===== src/rtl/flag_unit.sv =====
// -----------------------------------------------------------------------------
// flag_unit
//
// Producer side of the condition-code path. Computes N/Z/C/V from the ALU
// operands and result, carries them down a fixed-latency pipe, and owns the
// architectural flags register read by the condition-check logic. Also keeps a
// one-entry shadow copy of the flags for interrupt entry/return.
//
// Parameters
//   WIDTH  datapath width of op_a, op_b and result
//   LAT    pipe stages from accept to architectural write (legal 1..4)
//
// Ports
//   clk           rising-edge clock
//   rst_n         synchronous active-low reset
//   valid_in      ALU result valid this cycle
//   opcode        instruction opcode
//   sbit          instruction requests a flag update
//   op_a, op_b    ALU operands (only the sign bits are used)
//   result        ALU result
//   alu_carry     adder carry-out (1 = no borrow for subtracts)
//   shift_carry   barrel-shifter carry-out
//   flush         kill every in-flight update
//   save          copy flags into the shadow
//   restore       load flags from the shadow (only when shadow_valid)
//   flags         architectural flags {N,Z,C,V}
//   flags_busy    at least one flag update in flight
//   shadow_valid  shadow holds saved flags
// -----------------------------------------------------------------------------
module flag_unit #(
   parameter int WIDTH = 16,
   parameter int LAT   = 2
) (
   input  logic             clk,
   input  logic             rst_n,
   input  logic             valid_in,
   input  logic [3:0]       opcode,
   input  logic             sbit,
   input  logic [WIDTH-1:0] op_a,
   input  logic [WIDTH-1:0] op_b,
   input  logic [WIDTH-1:0] result,
   input  logic             alu_carry,
   input  logic             shift_carry,
   input  logic             flush,
   input  logic             save,
   input  logic             restore,
   output logic [3:0]       flags,
   output logic             flags_busy,
   output logic             shadow_valid
);

   localparam logic [3:0] OP_CMP = 4'b1000;

   // keep_v marks a logical op: V is not recomputed but copied from the
   // architectural V at the moment the update retires.
   typedef struct packed {
      logic valid;
      logic n;
      logic z;
      logic c;
      logic v;
      logic keep_v;
   } stage_t;

   stage_t     pipe [LAT];
   stage_t     stage_in;
   stage_t     last;
   logic [3:0] shadow;
   logic [3:0] retire_flags;
   logic       is_add;
   logic       is_sub;
   logic       upd;
   logic       do_restore;
   logic       kill;
   logic       a_msb;
   logic       b_msb;
   logic       r_msb;

   // Only the operand sign bits feed the overflow equations.
   logic unused_operand_bits;
   assign unused_operand_bits = ^{op_a[WIDTH-2:0], op_b[WIDTH-2:0]};

   assign a_msb = op_a[WIDTH-1];
   assign b_msb = op_b[WIDTH-1];
   assign r_msb = result[WIDTH-1];

   assign is_add = (opcode == 4'b0100) || (opcode == 4'b0101);
   assign is_sub = (opcode == 4'b0010) || (opcode == 4'b0011) || (opcode == OP_CMP);
   assign upd    = valid_in && (sbit || (opcode == OP_CMP));

   // A restore that takes effect discards the in-flight updates just like flush.
   assign do_restore = restore && shadow_valid;
   assign kill       = flush || do_restore;

   // NOTE: every signal written in always_comb gets a default first, so no
   // path through the block can leave it unassigned and infer a latch.
   always_comb begin
      stage_in        = '0;
      stage_in.valid  = upd && !kill;
      stage_in.n      = r_msb;
      stage_in.z      = (result == '0);
      stage_in.keep_v = !(is_add || is_sub);
      if (is_add || is_sub) begin
         stage_in.c = alu_carry;
      end else begin
         stage_in.c = shift_carry;
      end
      if (is_add) begin
         stage_in.v = (a_msb == b_msb) && (r_msb != a_msb);
      end else if (is_sub) begin
         stage_in.v = (a_msb != b_msb) && (r_msb != a_msb);
      end
   end

   // Flags as they stand after this cycle's retire; save samples this value so
   // a retire in the save cycle lands in the shadow too.
   assign last = pipe[LAT-1];

   always_comb begin
      retire_flags = flags;
      if (last.valid) begin
         retire_flags = {last.n, last.z, last.c, (last.keep_v ? flags[0] : last.v)};
      end
   end

   always_comb begin
      flags_busy = 1'b0;
      for (int i = 0; i < LAT; i++) begin
         flags_busy = flags_busy | pipe[i].valid;
      end
   end

   // NOTE: sequential state uses non-blocking assignments so every register
   // samples the pre-edge values, which is what makes the pipe shift one
   // stage per clock regardless of statement order.
   always_ff @(posedge clk) begin
      if (!rst_n) begin
         // NOTE: the pipe data fields are reset along with the valid bits;
         // only valid is functionally required, but clearing the whole stage
         // keeps the register file free of X in simulation at negligible cost.
         for (int i = 0; i < LAT; i++) begin
            pipe[i] <= '0;
         end
         flags        <= 4'b0000;
         shadow       <= 4'b0000;
         shadow_valid <= 1'b0;
      end else begin
         pipe[0] <= stage_in;
         for (int i = 1; i < LAT; i++) begin
            pipe[i] <= pipe[i-1];
            if (kill) begin
               pipe[i].valid <= 1'b0;
            end
         end

         if (do_restore) begin
            // Restore beats both the retire and any simultaneous save.
            flags        <= shadow;
            shadow_valid <= 1'b0;
         end else begin
            flags <= retire_flags;
            if (save) begin
               shadow       <= retire_flags;
               shadow_valid <= 1'b1;
            end
         end
      end
   end

endmodule


===== config.mk =====
export PLATFORM = sky130hd
export DESIGN_NAME = flag_unit
export DESIGN_NICKNAME = d
export VERILOG_FILES = /design/src/rtl/flag_unit.sv
export SDC_FILE = /design/constraint.sdc
export NUM_CORES = 1
export LEC_CHECK = 0
export ABC_CLOCK_PERIOD_IN_PS = 1400
export CORE_ASPECT_RATIO = 0.7
export CORE_UTILIZATION = 31
export DETAILED_ROUTE_END_ITERATION = 12
export MAX_ROUTING_LAYER = met4
export PLACE_DENSITY_LB_ADDON = 0.2
export SLEW_MARGIN = 10
export SYNTH_ARGS = -nofsm -noshare
export SYNTH_HDL_FRONTEND = slang
export SYNTH_SLANG_ARGS = --single-unit
export TNS_END_PERCENT = 100

===== constraint.sdc =====
create_clock -name clk -period 1.4 [get_ports clk]
set_clock_uncertainty 0.05 [all_clocks]
set_input_delay 0.42 -clock clk [delete_from_list [all_inputs] [get_ports clk]]
set_output_delay 0.42 -clock clk [all_outputs]
set_load 0.03 [all_outputs]

* Word-level counts from Yosys, hierarchy flattened
Memory sizes are Yosys's and may differ from the RTL's. Index checks and enable logic that the tools add are counted.
Storage, ports and cells: output and inout port bits 6, bits in read-only memories 0, register bits 9, memories kept 1, latch bits 0, input port bits 61, word-level logic and storage cells 48, bits in writable memories 12
Memory list:
- pipe | words 2, bits a word 6, read ports 2, clocked after memory_dff 0, write ports 2, RTL line 65 | stage_t pipe [LAT];
Cells by class: add/sub/neg operators 0, order comparisons 0, bitwise gates (word level) 6, multiplexer cells 14, equality and inequality tests 8, $mul 0, shift operators 0, divide/modulo/power cells 0, reduce and logical (&&, ||, !) cells 16
Operators by type and width (count):
- $logic_not A16 Y1 | 1
- $mux W6 | 2
- $mux W1 | 10
- $eq A4 B2 Y1 const B | 2
- $eq A4 B3 Y1 const B | 2
- $mux W4 | 2
- $logic_or A1 B1 Y1 | 6
- $logic_and A1 B1 Y1 | 5
- $eq A4 B4 Y1 const B | 1
- $or A1 B1 Y1 | 4
- $logic_not A1 Y1 | 2
- $ne A1 B1 Y1 | 2
- $not A1 Y1 | 2
- $reduce_and A2 Y1 | 1
- $reduce_or A2 Y1 | 1
- $eq A1 B1 Y1 | 1

* Logic depth before layout (Yosys ltp)
Gate-level depths: netlist (run 1).
depth after elaboration 6, depth in mapped cells 3, mapped depth without buffers 3

* Worst setup path after synthesis (run 1)
OpenSTA, ideal clock, no wires.
path kind input port to flip-flop, from input port result[15], to memory pipe[0][1] (netlist bit), path buffers 0, data arrival time 1.105 ns, setup time 0.079 ns, slack 0.165 ns, cell stages on the path 3, required time 1.271 ns, cells stage by stage or3b_1 > a21o_1 > a211oi_2
RTL lines:
- start: declaration | RTL line 41 | input logic [WIDTH-1:0] result,
- end: declaration | RTL line 65

==> results of run 1 <==
==> layout make-up <==
type / count / area, µm² / area share [%]
clock buffer: 4 / 45.0 / 3.28
multi-input combinational: 57 / 435 / 31.8
sequential: 21 / 422 / 30.7
tap: 34 / 42.5 / 3.10
timing repair buffer: 47 / 423 / 30.8
inverter: 1 / 3.75 / 0.274
==> worst max-delay path: cells and delay by family, from the launching register on <==
kind	cells	cell delay, ps
flops	1	310
simple gates	1	240
buf+inv	1	130
==> per-layer routing <==
metal	up-vias	GRT usage [%]
met5	-	-
met4	0	4.09
met3	3	6.06
met2	32	24.3
met1	330	15.6
li1	387	-
==> cells by family after synthesis <==
| logic type | Yosys count | share of synthesized area (%) |
|---|---|---|
| buf+inv | 2 | 1.07 |
| simple gates | 40 | 29.6 |
| mux | 5 | 6.13 |
| flops | 21 | 51.5 |
| compound gates | 12 | 11.8 |
==> flip-flops by register name, summed over array words and instances (netlist names) <==
register / cells
pipe: 12
flags: 4
shadow: 4
shadow_valid: 1
==> cells in the mapped netlist <==
cell type                  instances  area (µm²)
sky130_fd_sc_hd__a211oi_1          8        60.1
sky130_fd_sc_hd__a211oi_2          1        12.5
sky130_fd_sc_hd__a21boi_2          1        11.3
sky130_fd_sc_hd__a21o_1            1        7.51
sky130_fd_sc_hd__and2_1            5        31.3
sky130_fd_sc_hd__and2_2            1        7.51
sky130_fd_sc_hd__and3b_2           1        10.0
sky130_fd_sc_hd__buf_2             1        5.00
sky130_fd_sc_hd__dfxtp_1          21         420
sky130_fd_sc_hd__inv_2             1        3.75
sky130_fd_sc_hd__mux2i_1           5        50.1
sky130_fd_sc_hd__nand2_1           4        15.0
sky130_fd_sc_hd__nand2b_1          1        6.26
sky130_fd_sc_hd__nand3b_1          1        7.51
sky130_fd_sc_hd__nand4_1           1        6.26
sky130_fd_sc_hd__nor2_1           12        45.0
sky130_fd_sc_hd__nor3_1            1        5.00
sky130_fd_sc_hd__nor3b_1           3        22.5
sky130_fd_sc_hd__nor3b_2           1        12.5
sky130_fd_sc_hd__nor4_1            4        25.0
sky130_fd_sc_hd__nor4b_1           2        17.5
sky130_fd_sc_hd__nor4b_2           1        15.0
sky130_fd_sc_hd__o21ai_0           1        5.00
sky130_fd_sc_hd__or2_2             1        6.26
sky130_fd_sc_hd__or3b_1            1        8.76
==> how the worst max path moves through the flow <==
stage	endpoint	slack, ps	cells after the start
after floorplan	pipe[0][1]	170	3
after global placement	pipe[0][2]	-450	4
after detailed placement	pipe[0][2]	-470	4
after CTS	flags_busy	-20	2
after global routing	flags_busy	-40	2
final	flags_busy	-20	2
==> cells in the final DEF (no fill, tap or decap), drive strengths merged, types with 3 or more instances in the layout <==
master | synthesis | layout
clkbuf | 0 | 4
nor4b | 3 | 3
dfxtp | 21 | 21
a211oi | 9 | 9
nor2 | 12 | 12
nor3b | 4 | 4
clkdlybuf4s50 | 0 | 23
nor4 | 4 | 4
mux2i | 5 | 5
nand2 | 4 | 4
dlygate4sd2 | 0 | 7
and2 | 6 | 6
buf | 1 | 17
==> power by group <==
group / internal, mW / switching [mW]
logic: 0.142 / 0.0997
clock network: 0.203 / 0.186
registers: 0.629 / 0.0135
==> metrics by stage <==
stage | power (mW) | setup TNS (ps)
6_report | 1.27 | -17.4
5_1_grt | 1.33 | -40.2
4_1_cts | 1.29 | -24.3
3_5_place_dp | 0.889 | -3660
3_3_place_gp | 0.882 | -3370
2_1_floorplan | 0.743 | 0
==> timing repair <==
action / in CTS / in global routing
setup endpoints to repair: 5 / 3
pin swaps: 6 / 0
resized for setup: 22 / 2
hold buffers: 0 / 0
buffers inserted: 1 / 0
==> reports/metrics.cfg, run 1 <==
[worst_setup_path]
timing.critical_path.slowest_cell_delay_ps = 310
cp-startpoint = pipe[0][5]
regToRegEndpoint = shadow[0]
critPathCaptureType = output pin
required_ps = 930
reg2reg_depth = 4
critPathMaxFanout = 2
worst_setup_slack_for_register_to_register_paths_ps = 340
critical_path_class = flip-flop to output pin
regToRegStartpoint = pipe[1][5]
start_kind = flip-flop
timing.critical_path.slowest_stage_cell = sky130_fd_sc_hd__dfxtp_1
cp_cell_sequence = or2_4, buf_6
cp.arrival_ps = 950

[floorplan]
dieArea_um2 = 2850
row_count = 15
starting_density_of_the_core_pct = 33.0
chip_height_um = 45.0
floorplan.io_pins = 67
core_um2 = 2480
dieWidth_um = 63.4

[global_route]
maximum_number_of_pins_on_one_net_before_global_route_repair = 12
first_pass_grt_wire_length_mm = 2.86
grt_remaining_overflow = 0
antenna_found_initial = 0
grt_pass1_vias = 703
global_route.usage.total_pct = 14.3

[finish]
finish.cell_count_without_fillers = 164
fillerInstances = 240
layout-drive-gt1-share_pct = 24.6
syn_to_final_growth_pct = 67.8
final_design_area_no_fill_um2 = 1370
num-nets-final = 192
layout.core_utilization_pct = 55.4
antenna_cells_inserted = 0

[run_status]
run_status = finished with violations
violations = negative setup slack

[detailed_routing]
maxUsedRoutingLayer = met4
detail_route.vias_per_cell = 4.59
route.detailed.drc = 0
route.met3.wl_um = 128
detail_route.iter0.violations = 8
drtPass1Iterations = 3
drtAntennaViolNets = 0
routed-wl-met2_um = 783
wl_met1_um = 855
routed_wirelength_mm = 1.78
vias = 752
avg_wl_per_cell_um = 10.9

[clock_network]
cts.sink_count = 21
worstSkewPairLatency_ps = 260
tritoncts = yes
h-tree-depth = 1
tritoncts.num_buffers = 3
clk_pin_slew_ps = 70
cts.root.buffer_cell = sky130_fd_sc_hd__clkbuf_8
clockBufferDepth = 2

[power_and_ir_drop]
leak_pwr_nw = 0.557
power.ir.vdd_worst_mv = 0.452
power_density_nw_per_um2 = 928

[timing]
maxSlewViolCount = 0
final-hold-violation-count = 0
timing.max_slew.rel_slack_pct = 71.0
report.final.setup_viol = 1
fin_crit_ps = 1420
rsz0062_at_grt = true
slew_of_the_pin_with_the_lowest_slew_margin_ps = 434
final_critical_path_setup_slack_ps = -17.4
finalCritPeriodShare_pct = 101
achievable-frequency_mhz = 706
fin_hold_ws_ps = 380

[hold_path]
worst_hold_startpoint = pipe[0][1]
holdCritPathClass = flip-flop to flip-flop
worst_hold_path.endpoint = pipe[1][1]
min_delay_path_depth = 1

[yosys]
synth_nets = 141
syn-cell-area_um2 = 817
synth_cell_types = 25
synthCells = 80
synth_seq_area_share_pct = 51.5
synthesized_area_divided_by_synthesized_cell_count_um2 = 10.2
ys_seq_elements = 21
synth.yosys.warnings = 0

[place]
postPlaceCellArea_um2 = 1280
place_inst = 159
port_buffers = 36
place.gp.congestion = 0.651
hpwl_mm = 1.46
preCtsSetupSlack_ps = -468

[job]
maxCapViolCount = 0

Power figures use the tool's default switching activity.
==> run 2: changes to the inputs <==
--- a/config.mk
+++ b/config.mk
@@ -9,8 +9,10 @@
 export CORE_ASPECT_RATIO = 0.7
 export CORE_UTILIZATION = 31
 export DETAILED_ROUTE_END_ITERATION = 12
+export GPL_ROUTABILITY_DRIVEN = 0
 export MAX_ROUTING_LAYER = met4
 export PLACE_DENSITY_LB_ADDON = 0.2
+export RECOVER_POWER = 25
 export SLEW_MARGIN = 10
 export SYNTH_ARGS = -nofsm -noshare
 export SYNTH_HDL_FRONTEND = slang
==> reports/metrics.cfg, run 2 (synthesis results as in run 1) <==
[run_status]
run_status = finished with violations
violations = negative setup slack

[detailed_routing]
routed-wl-met2_um = 784  ; +0.13%
route.detailed.drc = 0  ; unchanged
vias = 752  ; unchanged
route.met3.wl_um = 128  ; unchanged
detail_route.vias_per_cell = 4.59  ; unchanged
drtPass1Iterations = 3  ; unchanged
maxUsedRoutingLayer = met4
avg_wl_per_cell_um = 10.8  ; -0.17%
detail_route.iter0.violations = 8  ; unchanged
drtAntennaViolNets = 0  ; unchanged
routed_wirelength_mm = 1.78  ; -0.17%
wl_met1_um = 851  ; -0.47%

[timing]
timing.max_slew.rel_slack_pct = 71.0  ; unchanged
finalCritPeriodShare_pct = 101  ; about the same
maxSlewViolCount = 0  ; unchanged
report.final.setup_viol = 1  ; unchanged
achievable-frequency_mhz = 706  ; about the same
final_critical_path_setup_slack_ps = -17.2  ; +0.215 ps
slew_of_the_pin_with_the_lowest_slew_margin_ps = 434  ; unchanged
fin_crit_ps = 1420  ; -0.215 ps
tns_ps = -17.2  ; +0.215 ps
rsz0062_at_grt = true
final-hold-violation-count = 0  ; unchanged

[worst_setup_path]
required_ps = 930  ; about the same
worst_setup_slack_for_register_to_register_paths_ps = 340  ; about the same
critical_path_class = flip-flop to output pin
start_kind = flip-flop
cp_cell_sequence = or2_4, buf_6
timing.critical_path.slowest_cell_delay_ps = 310  ; about the same
timing.critical_path.slowest_stage_cell = sky130_fd_sc_hd__dfxtp_1
cp.arrival_ps = 950  ; about the same
critPathMaxFanout = 2  ; unchanged
critPathCaptureType = output pin

[global_route]
first_pass_grt_wire_length_mm = 2.86  ; unchanged
grt_pass1_vias = 703  ; unchanged
maximum_number_of_pins_on_one_net_before_global_route_repair = 12  ; unchanged
grt_remaining_overflow = 0  ; unchanged
global_route.usage.total_pct = 14.3  ; unchanged
antenna_found_initial = 0  ; unchanged

[clock_network]
tritoncts.num_buffers = 3  ; unchanged
tritoncts = yes
h-tree-depth = 1  ; unchanged
clockBufferDepth = 2  ; unchanged
clk_pin_slew_ps = 70  ; about the same
cts.sink_count = 21  ; unchanged
cts.root.buffer_cell = sky130_fd_sc_hd__clkbuf_8
worstSkewPairLatency_ps = 260  ; about the same

[finish]
syn_to_final_growth_pct = 67.4
num-nets-final = 192  ; unchanged
layout-drive-gt1-share_pct = 23.8  ; -0.77 points
largest_reg_flops = 12  ; unchanged
top_regs = pipe x12, flags x4, shadow x4
top_register = pipe
most-common-layout-cells = sky130_fd_sc_hd__clkdlybuf4s50_1 (23), sky130_fd_sc_hd__dfxtp_1 (20), sky130_fd_sc_hd__buf_4 (15), sky130_fd_sc_hd__nor2_1 (12)
final_design_area_no_fill_um2 = 1370  ; -0.27%
antenna_cells_inserted = 0  ; unchanged
layout.cells.most_common = sky130_fd_sc_hd__clkdlybuf4s50_1
layout.core_utilization_pct = 55.2  ; -0.15 points

[floorplan]
core_um2 = 2480  ; unchanged
floorplan.io_pins = 67  ; unchanged
dieArea_um2 = 2850  ; unchanged
row_count = 15  ; unchanged
starting_density_of_the_core_pct = 33.0  ; unchanged
chip_height_um = 45.0  ; unchanged
dieWidth_um = 63.4  ; unchanged

[power_and_ir_drop]
power.ir.vdd_worst_mv = 0.452  ; about the same
leak_pwr_nw = 0.554  ; -0.65%
power_density_nw_per_um2 = 929  ; +0.14%
total_power_after_layout_mw = 1.27  ; -0.13%

[place]
hpwl_mm = 1.46  ; unchanged
postPlaceCellArea_um2 = 1280  ; unchanged
port_buffers = 36  ; unchanged

[hold_path]
holdCritPathClass = flip-flop to flip-flop

[job]
maxCapViolCount = 0  ; unchanged

[run 2: cell types whose count changed in the layout (fill, tap and decap cells not counted), sizes merged]
cell,previous run,this run
buf,17,16
clkbuf,4,5
[run 2: path summary, 6_finish.rpt]
kind                            cells past startpoint         end        from
worst max register to register                      4   shadow[0]  pipe[1][5]
worst max-delay path                                2  flags_busy  pipe[0][5]
worst min-delay path                                1  pipe[1][4]  pipe[0][4]
worst min register to register                      1  pipe[1][4]  pipe[0][4]
[run 2: what timing repair did]
item                                    in CTS  in global routing
pin swaps                                    6                  0
gates resized for setup                     22                  2
hold buffers                                 0                  0
buffers inserted                             1                  0
endpoints found under the setup margin       5                  3
cloned                                       0                  0
endpoints found under the hold margin        0                  0
[run 2: worst max-delay path, delay by kind of cell, from the launching register on]
family	cells	cell delay (ps)
AND/OR/NAND/NOR	1	240
flip-flops	1	310
buffers and inverters	1	130
[run 2: area by class of cell]
cell class              count  area (µm²)
multi-input cells          57         435
flip-flops and latches     21         422
clock buffers               4        45.0
repair buffers             47         419
fillers                   239        1110
inverters                   1        3.75
well taps                  34        42.5
[run 2: per-stage QoR]
| step | setup slack (ps) | hold WS, ps | instances |
|---|---|---|---|
| floorplan | 165 | 362 | 80 |
| detailed placement | -468 | 372 | 159 |
| global placement | -454 | 372 | 159 |
| global route | -40.2 | 405 | 164 |
| finish | -17.2 | 382 | 164 |
| CTS | -24.3 | 383 | 164 |
[run 2: per-layer routing]
| metal | global-route usage (%) | vias to the layer above |
|---|---|---|
| met5 | - | - |
| met2 | 24.3 | 32 |
| met1 | 15.6 | 330 |
| met3 | 6.06 | 3 |
| li1 | - | 387 |
| met4 | 4.09 | 0 |
[run 2: where the power goes]
group          total (mW)  leakage, nW  internal [mW]  switching [mW]
sequential          0.642        0.173          0.629          0.0135
clock               0.388       0.0228          0.203           0.185
combinational       0.240        0.358          0.140          0.0995
total                1.27        0.554          0.972           0.298
==> RTL edit 1: new RTL, settings of run 2 <==
`WIDTH`: 16 -> 12.
--- a/src/rtl/flag_unit.sv
+++ b/src/rtl/flag_unit.sv
@@ -30,3 +30,3 @@
 module flag_unit #(
-   parameter int WIDTH = 16,
+   parameter int WIDTH = 12,
    parameter int LAT   = 2
Ports: changed (resized op_a, op_b and result); port bits go from 67 to 55. The function was not compared with the original's and may differ.
==> RTL edit 1 against run 2 <==
The flow still finishes with violations (setup timing); total power increased by 0.62%; critical path depth unchanged; wire length decreased by 5.3%; sequential cell count unchanged; worst setup slack improved by 0.0096 ns; synthesized area decreased by 0.92%; non-clock buffer count increased by 1; final area increased by 0.55%; utilization increased by 0.73 points; critical path type unchanged.
==> RTL edit 1: results <==
group,metric,value,unit
route,route.met2.wl,783,µm
clock_tree,numCtsBuffers,3,
pwr,peakVddDrop,411.5,µV
finish,top_regs,"pipe: 12 flops, flags: 4 flops, shadow: 4 flops",
finish,final_cells,165,
pwr,powerDensity,929.5,nW/µm²
critical_path,rr_startpoint,"shadow_valid",
synth,syn_area_per_cell,10.12,µm²
run_status,status,"complete, but fails checks",
pwr,p_leak,0.5611,nW
clock_tree,cts_resized,23,
timing,fin_tns_setup,-0.007664,ns
timing,holdWs,0.3838,ns
synth,synth_common_cells,"21 x dfxtp_1, 12 x nor2_1, 9 x a211oi_1",
min_path,hold_end,"pipe[1][3]",
critical_path,reg2reg_to,"flags[3]",
pwr,comb_power,246,µW
global_routing,grt_pass1_vias,724,
critical_path,cpPeakStageDelay,0.31,ns
min_path,worstHoldStart,"pipe[0][3]",
finish,diodes,0,
placed_design,dp_hpwl,1328,µm
global_routing,track_usage,0.1417,
clock_tree,clk_latency,0.26,ns
timing,finalWorstSetupSlack,-0.007664,ns
critical_path,crit_slowest_cell,"dfxtp_1",
finish,final_nets,181,
pwr,power.net_switching,304.5,µW
synth,ys_top_cells_by_area,"dfxtp_1 52%, a211oi_1 8.3%, mux2i_1 7.4%",
route,drt_wl_total,1683,µm
pwr,seq_cell_power,644,µW
route,drt_pass1_iterations,4,
route,wl_met3,101,µm
finish,final_layout_size_suffix_gt1_frac,0.2748,
synth,yosys_most_used_dff,"dfxtp_1",
timing,setup_viol,1,
global_routing,grt_util_met3,0.04545,
route,wl_met1,789,µm
global_routing,use_met2,0.2344,
run_status,violations,"setup timing",
route,avgViaCountPerCell,4.436,
timing,tightestPinTransition,0.2489,ns
route,drt_iter0_markers,35,
finish,nFillCells,246,
placed_design,place_area,1269,µm²
synth,synth-seq-area-share,0.5193,
synth,ys_types,22,
critical_path,crit_end,"flags_busy",
min_path,hold_depth,1,
synth,synth_nets,129,
global_routing,grt_first_pass_wirelength,2946,µm
clock_tree,cts_buffer_depth,2,
global_routing,use_met1,0.1628,
placed_design,dp_cells,160,
placed_design,numPortBuffers,32,
synth,synth-edff-count,0,
placed_design,dpl_worst_slack,-0.4883,ns
route,highest_layer,"met4",
-- RTL edit 1: cell types whose count changed in the layout (fill, tap and decap cells not counted), moves of 2 or more --
| cell | delta |
|---|---|
| clkdlybuf4s50_1 | -4 |
| nor4_1 | -4 |
| buf_4 | +4 |
| clkbuf_1 | +2 |
| nor3b_1 | -2 |
| and2_0 | +2 |
| nor3b_2 | +2 |
-- RTL edit 1: layout make-up --
class,count,share of cell area
flip-flops and latches,21,0.3066
inverters,2,0.005460
clock buffers,4,0.03276
multi-input cells,56,0.3276
repair buffers,48,0.2966
well taps,34,0.03094
-- RTL edit 1: cell families (layout without fill, tap and decap cells) --
logic type                count (synthesis)  after routing  synth area share
AOI/OAI and AO/OA                        12             12            0.1221
xor gates and xnor gates                  2              2           0.03092
buffers and inverters                     3             54           0.01390
DFF                                      21             21            0.5193
muxes                                     6              6           0.07419
and+or+nand+nor                          36             36            0.2396
==> RTL edit 2: new RTL, flow settings as in run 2 <==
Without the edit above. Add an input register stage for `opcode`, without a reset; this delays it by one clock. The other inputs are not delayed to match.
--- a/src/rtl/flag_unit.sv
+++ b/src/rtl/flag_unit.sv
@@ -64,2 +64,8 @@
 
+   logic [3:0] opcode_q;
+
+   always_ff @(posedge clk) begin
+      opcode_q <= opcode;
+   end
+
    stage_t     pipe [LAT];
@@ -86,5 +92,5 @@
 
-   assign is_add = (opcode == 4'b0100) || (opcode == 4'b0101);
-   assign is_sub = (opcode == 4'b0010) || (opcode == 4'b0011) || (opcode == OP_CMP);
-   assign upd    = valid_in && (sbit || (opcode == OP_CMP));
+   assign is_add = (opcode_q == 4'b0100) || (opcode_q == 4'b0101);
+   assign is_sub = (opcode_q == 4'b0010) || (opcode_q == 4'b0011) || (opcode_q == OP_CMP);
+   assign upd    = valid_in && (sbit || (opcode_q == OP_CMP));
 
Formal check against the unedited RTL: not equivalent (Yosys sat finds a counterexample within 4 cycles, from zero or initial values and one cycle with rst_n low).
==> RTL edit 2 against run 2 <==
The run still ends with setup timing left; global-route usage is 0.23 points lower; total power is 11% higher; first-iteration DRC count is the same; sequential cell count increased by 4; worst setup slack got worse by 0.012 ns; utilization up 1.1 points; final area rose by 7.3%; wire length is 6.1% higher; sequential power is 20% higher; clock power rose by 4%; register-to-register slack worse by 0.15 ns; synthesized area increased by 11%; sequential share of layout area rose by 3.4 points.
==> RTL edit 2: results <==
group,metric,value,unit
global_routing,grt_first_pass_wirelength,3049,µm
placed_design,dp_hpwl,1579,µm
placed_design,dpl_worst_slack,-0.3723,ns
run_status,status,"complete, but fails checks",
clock_tree,clk_latency,0.26,ns
global_routing,grt_start_max_net_pins,15,
run_status,violations,"setup timing",
synth,async_flop_share,0,
global_routing,antenna_found_initial,0,
finish,final_nets,198,
synth,ys_top_cells_by_area,"dfxtp_1 55%, a211oi_1 6.6%, mux2i_1 5.5%",
critical_path,r2r_cells,3,
critical_path,r2r_setup_slack,0.19,ns
critical_path,cpPeakStageDelay,0.31,ns
route,drt_wl_total,1887,µm
pwr,p_leak,0.5917,nW
clock_tree,path_clk_slew,0.08,ns
synth,syn_area_per_cell,10.78,µm²
synth,synth_nets,145,
pwr,peakVddDrop,635.9,µV
finish,final_cells,170,
timing,relSlewSlack,0.7497,
global_routing,use_met1,0.1488,
synth,synth-seq-area-share,0.5525,
finish,final_layout_size_suffix_gt1_frac,0.2574,
timing,finalWorstSetupSlack,-0.02875,ns
route,drt_pass1_iterations,6,
placed_design,place_area,1394,µm²
global_routing,track_usage,0.1407,
finish,diodes,0,
timing,setup_viol,1,
synth,synth_common_cells,"25 x dfxtp_1, 12 x nor2_1, 8 x a211oi_1",
global_routing,grt_util_met3,0.05340,
global_routing,grt_pass1_vias,748,
timing,holdWs,0.3925,ns
route,avgViaCountPerCell,4.553,
timing,fin_tns_setup,-0.02875,ns
global_routing,use_met2,0.2404,
[RTL edit 2: cell types whose count changed in the layout (fill, tap and decap cells not counted), sizes merged]
cell / delta
buf: +3
dfxtp: +4
clkbuf: -2
clkdlybuf4s50: -1
dlygate4sd3: +5
clkinv: +1
dlygate4sd2: -4
[RTL edit 2: cell families (layout without fill, tap and decap cells)]
| family | count (synthesis) | count (layout) | synth area share |
|---|---|---|---|
| flops | 25 | 25 | 0.5525 |
| buf+inv | 2 | 54 | 0.009659 |
| compound gates | 12 | 12 | 0.1064 |
| simple gates | 40 | 40 | 0.2762 |
| mux | 5 | 5 | 0.05525 |
[RTL edit 2: path summary, 6_finish.rpt]
check              startpoint         end
setup / recovery   pipe[0][5]  flags_busy
hold reg to reg    pipe[0][4]  pipe[1][4]
setup reg to reg  opcode_q[2]  pipe[0][2]
hold / removal     pipe[0][4]  pipe[1][4]
[RTL edit 2: what timing repair did]
item | in CTS | in global routing
gates resized for setup | 12 | 3
setup buffers | 1 | 0
endpoints found under the hold margin | 0 | 0
setup endpoints to repair | 2 | 2
pin swaps | 4 | 0
[RTL edit 2: area by class of cell]
| type | count | area (µm²) |
|---|---|---|
| multi-input cells | 57 | 417.9 |
| well taps | 34 | 42.54 |
| flip-flops and latches | 25 | 501.7 |
| inverters | 1 | 3.754 |
| repair buffers | 49 | 455.4 |
| fillers | 232 | 1141 |
| clock inverters | 1 | 5.005 |
| clock buffers | 3 | 41.29 |
[RTL edit 2: power by group]
group          switching (mW)  internal [mW]
combinational          0.0911          0.145
clock                   0.206          0.198
sequential             0.0196          0.748
total                   0.317           1.09
[RTL edit 2: metal layers]
layer  part of all wire  vias to the layer above
met5                  0                        -
met4              0.011                        0
met3              0.050                        5
met2               0.49                       19
met1               0.45                      339
li1                   -                      411
